===== config.mk =====
export PLATFORM = sky130hd
export DESIGN_NAME = id_hazard_ctrl
export DESIGN_NICKNAME = d
export VERILOG_FILES = /design/src/rtl/id_ctrl_pkg.sv /design/src/rtl/load_use_detect.sv /design/src/rtl/id_hazard_ctrl.sv
export SDC_FILE = /design/constraint.sdc
export NUM_CORES = 1
export LEC_CHECK = 0
export CORE_UTILIZATION = 37
export CTS_CLUSTER_DIAMETER = 80
export CTS_CLUSTER_SIZE = 10
export DETAILED_ROUTE_END_ITERATION = 8
export GPL_TIMING_DRIVEN = 0
export PLACE_DENSITY = 0.84
export SLEW_MARGIN = 40
export SYNTH_ARGS = -nofsm -noshare
export SYNTH_HDL_FRONTEND = slang
export SYNTH_SLANG_ARGS = --single-unit

===== constraint.sdc =====
create_clock -name CLK -period 2.1 [get_ports CLK]
set_clock_uncertainty 0.15 [all_clocks]
set_input_delay 0.525 -clock CLK [delete_from_list [all_inputs] [get_ports CLK]]
set_output_delay 0.525 -clock CLK [all_outputs]
set_load 0.01 [all_outputs]

===== src/rtl/id_ctrl_pkg.sv =====
// rtl/id_ctrl_pkg.sv - shared types and constants for the decode-stage hazard controller
package id_ctrl_pkg;

    typedef enum logic [1:0] {
        RUN    = 2'd0,
        DRAIN  = 2'd1,
        FIRE   = 2'd2,
        RESUME = 2'd3
    } state_t;

    localparam logic [4:0] REG_ZERO = 5'd0;

    localparam int CNT_W     = 3;
    localparam int STAT_LU_W = 32;
    localparam int STAT_SC_W = 16;

endpackage


===== src/rtl/load_use_detect.sv =====
// rtl/load_use_detect.sv - combinational load-use hazard detector for one issue slot
//
// Ports:
//   valid         in   ID slot holds a valid instruction
//   uses_rs       in   instruction reads rs
//   uses_rt       in   instruction reads rt
//   rs, rt        in   source register fields
//   exe_mem_read  in   instruction in EXE is a load
//   exe_write_reg in   EXE destination register
//   hazard        out  ID must wait one cycle for the load result
module load_use_detect
    import id_ctrl_pkg::*;
(
    input  logic       valid,
    input  logic       uses_rs,
    input  logic       uses_rt,
    input  logic [4:0] rs,
    input  logic [4:0] rt,
    input  logic       exe_mem_read,
    input  logic [4:0] exe_write_reg,
    output logic       hazard
);

    logic rs_match;
    logic rt_match;

    assign rs_match = uses_rs & (rs == exe_write_reg);
    assign rt_match = uses_rt & (rt == exe_write_reg);

    // $zero never carries a real dependency, so a load into it cannot stall.
    assign hazard = valid & exe_mem_read & (exe_write_reg != REG_ZERO)
                  & (rs_match | rt_match);

endmodule


===== src/rtl/id_hazard_ctrl.sv =====
// rtl/id_hazard_ctrl.sv - decode-stage stall/bubble sequencer (load-use, syscall and LL/SC drains)
//
// Optional build macro: HAZARD_COUNTERS_EN adds saturating event counters.
//
// Ports:
//   CLK, RESET        in   clock, synchronous active-high reset
//   STALL_fMEM        in   memory stall, whole pipe holds
//   Instr1_Valid_IN   in   ID holds a valid instruction
//   Uses_Rs_IN/Rt_IN  in   ID instruction reads rs / rt
//   Rs_IN, Rt_IN      in   source register fields
//   Syscall_IN        in   decoder syscall flag (syscall, LL, SC)
//   LLSC_IN           in   instruction is LL/SC (flush only)
//   EXE_MemRead_IN    in   EXE instruction is a load
//   EXE_WriteReg_IN   in   EXE destination register
//   WANT_FREEZE       out  hold fetch PC and ID input
//   BUBBLE_EXE        out  ID sends a NOP to EXE
//   SYS               out  registered one-cycle simulator syscall request
//   Stat_LoadUse      out  load-use interlock count (HAZARD_COUNTERS_EN only)
//   Stat_Syscall      out  syscall accept count (HAZARD_COUNTERS_EN only)
//   Busy              out  sequencer is not in RUN
module id_hazard_ctrl
    import id_ctrl_pkg::*;
#(
    parameter int DRAIN_CYCLES = 3
) (
    input  logic                 CLK,
    input  logic                 RESET,
    input  logic                 STALL_fMEM,
    input  logic                 Instr1_Valid_IN,
    input  logic                 Uses_Rs_IN,
    input  logic                 Uses_Rt_IN,
    input  logic [4:0]           Rs_IN,
    input  logic [4:0]           Rt_IN,
    input  logic                 Syscall_IN,
    input  logic                 LLSC_IN,
    input  logic                 EXE_MemRead_IN,
    input  logic [4:0]           EXE_WriteReg_IN,
    output logic                 WANT_FREEZE,
    output logic                 BUBBLE_EXE,
    output logic                 SYS,
`ifdef HAZARD_COUNTERS_EN
    output logic [STAT_LU_W-1:0] Stat_LoadUse,
    output logic [STAT_SC_W-1:0] Stat_Syscall,
`endif
    output logic                 Busy
);

    state_t           state, state_n;
    logic [CNT_W-1:0] cnt, cnt_n;
    logic             llsc_q, llsc_n;
    logic             sys_n;
    logic             hazard;

    load_use_detect u_load_use_detect (
        .valid         (Instr1_Valid_IN),
        .uses_rs       (Uses_Rs_IN),
        .uses_rt       (Uses_Rt_IN),
        .rs            (Rs_IN),
        .rt            (Rt_IN),
        .exe_mem_read  (EXE_MemRead_IN),
        .exe_write_reg (EXE_WriteReg_IN),
        .hazard        (hazard)
    );

    always_ff @(posedge CLK) begin
        if (RESET) begin
            state  <= RUN;
            cnt    <= '0;
            llsc_q <= 1'b0;
            SYS    <= 1'b0;
        end else begin
            state  <= state_n;
            cnt    <= cnt_n;
            llsc_q <= llsc_n;
            SYS    <= sys_n;
        end
    end

    always_comb begin
        state_n     = state;
        cnt_n       = cnt;
        llsc_n      = llsc_q;
        sys_n       = SYS;
        WANT_FREEZE = 1'b0;
        BUBBLE_EXE  = 1'b0;

        if (STALL_fMEM) begin
            // Memory stall dominates: everything holds, no bubble injected.
            WANT_FREEZE = 1'b1;
        end else begin
            unique case (state)
                RUN: begin
                    if (hazard) begin
                        // Checked before syscall accept: a syscall reading a
                        // freshly loaded $v0 must wait for the load first.
                        WANT_FREEZE = 1'b1;
                        BUBBLE_EXE  = 1'b1;
                    end else if (Instr1_Valid_IN && Syscall_IN) begin
                        // Syscall itself goes down once to flush MEM; bubbles follow.
                        WANT_FREEZE = 1'b1;
                        state_n     = DRAIN;
                        cnt_n       = CNT_W'(DRAIN_CYCLES - 1);
                        llsc_n      = LLSC_IN;
                    end
                end
                DRAIN: begin
                    WANT_FREEZE = 1'b1;
                    BUBBLE_EXE  = 1'b1;
                    if (cnt != '0) cnt_n = cnt - CNT_W'(1);
                    else           state_n = FIRE;
                end
                FIRE: begin
                    WANT_FREEZE = 1'b1;
                    BUBBLE_EXE  = 1'b1;
                    state_n     = RESUME;
                    sys_n       = ~llsc_q;
                end
                RESUME: begin
                    // Fetch advances past the syscall; the copy still in ID is squashed.
                    BUBBLE_EXE = 1'b1;
                    state_n    = RUN;
                    sys_n      = 1'b0;
                end
                default: state_n = RUN;
            endcase
        end
    end

    assign Busy = (state != RUN);

`ifdef HAZARD_COUNTERS_EN
    logic run_live;
    logic lu_fire;
    logic accept;

    assign run_live = (state == RUN) & ~STALL_fMEM;
    assign lu_fire  = run_live & hazard;
    assign accept   = run_live & ~hazard & Instr1_Valid_IN & Syscall_IN;

    always_ff @(posedge CLK) begin
        if (RESET) begin
            Stat_LoadUse <= '0;
            Stat_Syscall <= '0;
        end else begin
            if (lu_fire && (Stat_LoadUse != '1))
                Stat_LoadUse <= Stat_LoadUse + STAT_LU_W'(1);
            if (accept && (Stat_Syscall != '1))
                Stat_Syscall <= Stat_Syscall + STAT_SC_W'(1);
        end
    end
`endif

endmodule


==> impl_metrics.ini, run 1 <==
[run_status]
outcome = finished with violations
violations = design-rule violations, negative setup slack

[logic_synthesis]
syn-cell-area_sq_um = 646
avgSynthCellArea_sq_um = 8.84
async_flop_share = 0
synthFlopType = dfxtp_1
yosys.area.top_type_share = 0.217
ys_seq_area_frac = 0.217
synth_nets = 104
synth_top_cell_by_area = dfxtp_1
synth_cell_types = 25
ys_ff_latch = 7
ys_top_cells_by_area = dfxtp_1, ha_1, xnor2_1, nand2b_1, a21oi_1
synthCells = 73
yosysWarnings = 0
synth_edf_count = 0

[worst_setup_path]
cp-end-kind = primary output
cp-startpoint = EXE_WriteReg_IN[0]
cp_data_arrival_time_ns = 1.80
reg2reg_from = state[1]$_SDFFE_PP0P_
cp_slowest_cell = or3_4
rrSetupSlack_ns = 0.10
crit_buf_inv = 2
slowest_delay_ns = 0.37
r2r_cells = 7
crit_fanout = 2
critPathLaunchType = primary input
r2r_end = cnt[2]$_SDFFE_PP0P_
critPathTopFamily = compound AO/OA/AOI/OAI gates
cp_cell_sequence = buf_8 > or3_4 > o311a_4 > nand2_4 > a21oi_2 > o31a_1 > buf_2
path_class = primary input to primary output
required_ns = 1.42

[power_and_ir_drop]
powerDensity_nw_per_um2 = 432
leakage_nw = 0.445
p_total_mw = 0.455
peakVddDrop_mv = 0.322

[floorplan]
die_x_um = 43.8
core.rowCount = 14
io_pins = 28
die_h_um = 43.8
die_area_sq_um = 1920
core_area_sq_um = 1560
start_util = 0.414

[timing]
hold_violations = 0
grt_setup_unrepaired = yes
finalWorstSetupSlack_ns = -0.375
worstMarginPinSlew_ns = 0.367
relSlewSlack = 0.755
final_max_slew_viol_count = 0
fin_crit_sh = 1.18
fin_tns_setup_ns = -1.04
setup_viol = 6
max_freq_mhz = 404
fin_crit_ns = 2.47

[layout]
syn2layout_area_growth_pct = 63.4
ff_latch_area_sq_um = 141
drive_above_1_share = 0.303
n_antenna_cell = 0
final_nets = 141
finish.utilization = 0.677
n_fill_cell = 129
instances_no_fill = 125
multiInputGateArea_sq_um = 562

[clock_network]
cts.path.max_buffers = 2
cts_made_buffers = 3
cts_root_buffer = clkbuf_4
clkTransAtPathRegs_ns = 0.05
cts_max_level = 1
cts.sinks = 7
clock_latency_ns = 0.24
tritoncts = done

[worst_hold_path]
hp-start = cnt[0]$_SDFFE_PP0P_
hp-class = flip-flop to flip-flop
whs_endpoint = cnt[0]$_SDFFE_PP0P_
hold_depth = 2

[place]
place_congestion = 0.754
placed_cells = 115
io_buffers = 26
hpwl_um = 1290
post-place-ws_ns = -1.22

[global_route]
grt_pass1_vias = 655
grt-ovfl-total = 0
grt_pass1_wl_um = 2790
grt_util_all_layers = 0.195
antenna_found_initial = 0
grt_max_degree = 10

[detailed_routing]
ant_nets = 0
vias = 655
avgRoutedWirePerCell_um = 14.2
drtIter0Drc = 9
drc_errors = 4
routed_wl_um = 1770
vias_per_cell = 5.24
drt-pass1-iter-count = 5

[flow_run]
maxCapViolCount = 0
repair_timing:
item / 4_1_cts / 5_1_grt
pin swaps: 19 / 9
endpoints found under the setup margin: 9 / 8
hold buffers: 0 / 0
gates resized for setup: 52 / 14
buffers inserted: 4 / 2
metrics by stage:
| stage | hold WS, ns | cell area, sq um |
|---|---|---|
| floorplan | 0.300 | 652 |
| global placement | 0.311 | 932 |
| detailed placement | 0.327 | 932 |
| CTS | 0.334 | 1020 |
| global route | 0.352 | 1050 |
| finish | 0.328 | 1050 |
sequential cells by signal, indices dropped and copies added, names as in the netlist:
signal / cells
cnt: 3
state: 2
SYS: 1
llsc_q: 1
power breakdown:
part	leakage (nW)	switching, mW	internal (mW)	total, mW
clock network	0.0150	0.0429	0.0721	0.115
registers	0.0573	0.00551	0.141	0.146
logic	0.373	0.0924	0.101	0.194
total	0.445	0.141	0.314	0.455
worst max path at each step:
stage | endpoint | slack [ns] | cells past startpoint
finish | WANT_FREEZE | -0.37 | 7
global route | WANT_FREEZE | -0.40 | 7
CTS | WANT_FREEZE | -0.48 | 7
detailed placement | WANT_FREEZE | -1.22 | 8
global placement | WANT_FREEZE | -1.22 | 7
floorplan | WANT_FREEZE | -0.23 | 5
kinds of logic after synthesis:
| kind of cell | after synthesis | synth area share |
|---|---|---|
| buffers and inverters | 6 | 0.0349 |
| flip-flops | 7 | 0.217 |
| adder cells (fa/ha/maj) | 7 | 0.136 |
| multiplexers | 3 | 0.0465 |
| XOR/XNOR | 10 | 0.136 |
| AND/OR/NAND/NOR | 22 | 0.178 |
| AO/OA/AOI/OAI | 18 | 0.252 |
final cells by class:
type | count | area share
multi-input combinational | 60 | 0.533
inverter | 5 | 0.0178
sequential | 7 | 0.134
buffer | 1 | 0.00356
timing repair buffer | 32 | 0.268
tap | 16 | 0.0190
clock buffer | 4 | 0.0249
worst register-to-register path: cells and delay by family (launching register included):
family / cells / cell delay [ns]
buffers and inverters: 1 / 0.09
adders and majority gates: 1 / 0.27
AOI/OAI and AO/OA: 3 / 0.50
muxes: 1 / 0.16
DFF: 1 / 0.37
and+or+nand+nor: 1 / 0.36
layout by cell type, fill, tap and decap left out, types with 2 or more instances in the layout:
master,instances
dlymetal6s2s_1,2
clkdlybuf4s15_1,4
buf_4,5
clkbuf_2,3
buf_2,3
dfxtp_1,6
dlygate4sd2_1,6
xnor2_1,9
clkdlybuf4s50_1,6
nor2_1,6
mux2i_1,3
nand4_1,2
inv_1,4
o21ai_0,2
a21oi_1,4
buf_6,2
nand2b_1,6
clkbuf_4,3
nand2_1,2
a21oi_2,2
ha_1,6
nand2_4,2
Yosys cell counts, types with 2 or more instances:
master and number:
ha_1 7, nor2_1 6, dfxtp_1 7, mux2i_1 3
inv_1 5, or3_1 2, nand2_1 4, xnor2_1 10
a21oi_1 6, nand4_1 2, nand2b_1 6, o21ai_0 2
per-layer routing:
layer / up-vias / global-route usage / part of all wire
met3: 0 / 0.0375 / 0.096
li1: 337 / - / -
met1: 294 / 0.194 / 0.36
met2: 24 / 0.403 / 0.54
met5: - / 0 / 0
met4: 0 / 0.0375 / 0
(Power assumes the default switching activity.)
==> inputs of run 2 (changes only) <==
CORE_UTILIZATION = 36   (was 37)
HOLD_SLACK_MARGIN = 0.03   (was unset)
PLACE_DENSITY = 0.83   (was 0.84)
SYNTH_HIERARCHICAL = 1   (was unset)
==> run 2 against run 1 <==
The flow finishes with violations (negative setup slack). Cell count unchanged. First-iteration DRC count down 33%. Power down 2.9%. Routed wire length up 1.3%. Final area down 6.5%. Worst setup slack worse by 0.048 ns. Non-clock buffer count down 1. Sequential share of layout area up 0.94 points. Synthesized cell count unchanged. Critical path type unchanged. Critical endpoint unchanged.
==> impl_metrics.ini, run 2 <==
[floorplan]
start_util = 0.395
die_h_um = 43.1
core.rowCount = 14
die_area_sq_um = 1860
io_pins = 28
core_area_sq_um = 1540
die_x_um = 43.1

[layout]
n_antenna_cell = 0
drive_above_1_share = 0.349
reg.largest.list = cnt: 3 flops, state: 2 flops
multiInputGateArea_sq_um = 505
stdcell_area_sq_um = 986
ff_latch_area_sq_um = 141
final_cell_mix = clkdlybuf4s50_1, nand2_1, buf_2
largest_reg_flops = 3
mostFrequentLayoutCell = clkdlybuf4s50_1
regMostFlops = cnt
syn2layout_area_growth_pct = 61.8
final_nets = 141
n_fill_cell = 133

[logic_synthesis]
avgSynthCellArea_sq_um = 8.35
syn-cell-area_sq_um = 609
synthFlopType = dfxtp_1
synthCells = 73
synth_top_family_by_area = compound AO/OA/AOI/OAI gates
async_flop_share = 0
synth_cell_types = 24
yosysWarnings = 6
synthMuxAreaShare = 0.0493
synth_compound_area_frac = 0.216
ys_top_cells_by_area = dfxtp_1, ha_1, xor2_1, a21oi_1, mux2i_1
yosys.area.top_type_share = 0.230
ys_seq_area_frac = 0.230
synthXorXnorAreaFrac = 0.144
yosys.area_share.simple = 0.175
synth_top_cell_by_area = dfxtp_1
synth_edf_count = 0
synthAdderAreaFrac = 0.144
synth_nets = 104
ys_ff_latch = 7
synth.most_common_cell = xor2_1

[power_and_ir_drop]
peakVddDrop_mv = 0.359
p_total_mw = 0.442
swShare = 0.322
switchingPower_mw = 0.142
combPwrFrac = 0.383
clockPowerShare = 0.293
internal_power_mw = 0.299
powerDensity_nw_per_um2 = 448
seq_power_share = 0.324
leakage_nw = 0.412

[worst_setup_path]
required_ns = 1.42
path_class = primary input to primary output
crit_buf_inv = 3
cp-end-kind = primary output
cp_slowest_cell = or4_4
critPathLaunchType = primary input
crit_fanout = 3
cp_cell_sequence = buf_8 > or4_4 > o211ai_2 > a21oi_2 > inv_2 > nand2_1 > a21oi_1 > o21bai_1 > buf_2
cp_data_arrival_time_ns = 1.85
slowest_delay_ns = 0.53
critPathTopFamily = simple AND/OR/NAND/NOR gates
cp-startpoint = EXE_WriteReg_IN[4]
reg2reg_from = state[1]$_SDFFE_PP0P_

[timing]
relSlewSlack = 0.753
finalWorstSetupSlack_ns = -0.423
setup_viol = 8
max_freq_mhz = 396
fin_crit_ns = 2.52
worstMarginPinSlew_ns = 0.365
hold_violations = 0
fin_crit_sh = 1.20
final_max_slew_viol_count = 0
grt_setup_unrepaired = yes

[detailed_routing]
drt-pass1-iter-count = 3
drtIter0Drc = 6
routed_wl_um = 1800
drc_errors = 0
ant_nets = 0
vias_per_cell = 5.37
vias = 671
avgRoutedWirePerCell_um = 14.4

[clock_network]
clkTransAtPathRegs_ns = 0.06
cts_made_buffers = 3
cts_max_level = 1
clock_latency_ns = 0.26
tritoncts = done
cts.sinks = 7
cts_root_buffer = clkbuf_4
cts.path.max_buffers = 2

[place]
post-place-ws_ns = -1.31
hpwl_um = 1320
io_buffers = 27
place_congestion = 0.749
post_dp_cell_area_sq_um = 911

[global_route]
grt_max_degree = 7
grt_util_all_layers = 0.199
antenna_found_initial = 0
grt_pass1_wl_um = 2750
grt-ovfl-total = 0
grt_pass1_vias = 690

[worst_hold_path]
hp-class = flip-flop to flip-flop
hp-start = SYS$_SDFFE_PP0P_

[run_status]
outcome = finished with violations
violations = negative setup slack

[flow_run]
maxCapViolCount = 0
[run 2: cell types whose count changed after synthesis, sizes merged, moves of 3 or more]
cell    delta
nand2      +3
nand2b     -5
nor2       -3
xnor2      -8
xor2       +8
[run 2: worst paths after layout]
kind | end | slack (ns) | cells after the start
setup / recovery | WANT_FREEZE | -0.42 | 9
hold / removal | SYS$_SDFFE_PP0P_ | 0.33 | 2
setup reg to reg | cnt[2]$_SDFFE_PP0P_ | 0.22 | 6
hold reg to reg | SYS$_SDFFE_PP0P_ | 0.33 | 2
[run 2: power by group through the flow]
stage | combinational (mW) | clock, mW | sequential [mW]
6_report | 0.169 | 0.129 | 0.143
5_1_grt | 0.183 | 0.136 | 0.144
4_1_cts | 0.157 | 0.133 | 0.143
3_5_place_dp | 0.162 | 0 | 0.146
3_3_place_gp | 0.155 | 0 | 0.145
2_1_floorplan | 0.0791 | 0 | 0.145
[run 2: worst min-delay path, cell delays in order (launching register included)]
cell and delay, ns:
dfxtp_1 0.31, o21ai_0 0.07, a21oi_1 0.06
[run 2: cell type report]
class,instances,share of cell area
multi-input combinational,59,0.513
timing repair buffer,32,0.270
sequential,7,0.143
clock buffer,4,0.0266
inverter,7,0.0266
tap,16,0.0203
[run 2: routing by layer]
| layer | GRT usage | wire length [um] | vias to the layer above |
|---|---|---|---|
| li1 | - | - | 326 |
| met1 | 0.206 | 670 | 312 |
| met2 | 0.346 | 939 | 27 |
| met3 | 0.0298 | 144 | 6 |
| met4 | 0.164 | 42 | 0 |
| met5 | 0 | 0 | - |
[run 2: repair_timing]
item	in CTS	in global routing
endpoints found under the setup margin	9	8
hold buffers	0	0
setup buffers	3	2
pin swaps	18	12
resized for setup	64	15
[run 2: metrics by stage]
step	hold WS, ns	util	instances	setup TNS [ns]
after floorplan	0.300	-	73	-1.04
after CTS	0.331	0.606	123	-1.96
final	0.333	0.640	125	-2.10
after global placement	0.316	0.591	116	-6.77
after detailed placement	0.323	0.591	116	-7.19
after global routing	0.371	0.640	125	-2.64
[run 2: cells by family after synthesis]
group / Yosys count
flip-flops: 7
AO/OA/AOI/OAI: 19
buffers and inverters: 7
multiplexers: 3
adder cells (fa/ha/maj): 7
AND/OR/NAND/NOR: 20
XOR/XNOR: 10
==> inputs of run 3 (changes only) <==
HOLD_SLACK_MARGIN = unset   (was 0.03)
==> results of run 3 <==
Same layout as run 2: the final DEF is identical, and so are final timing and power.
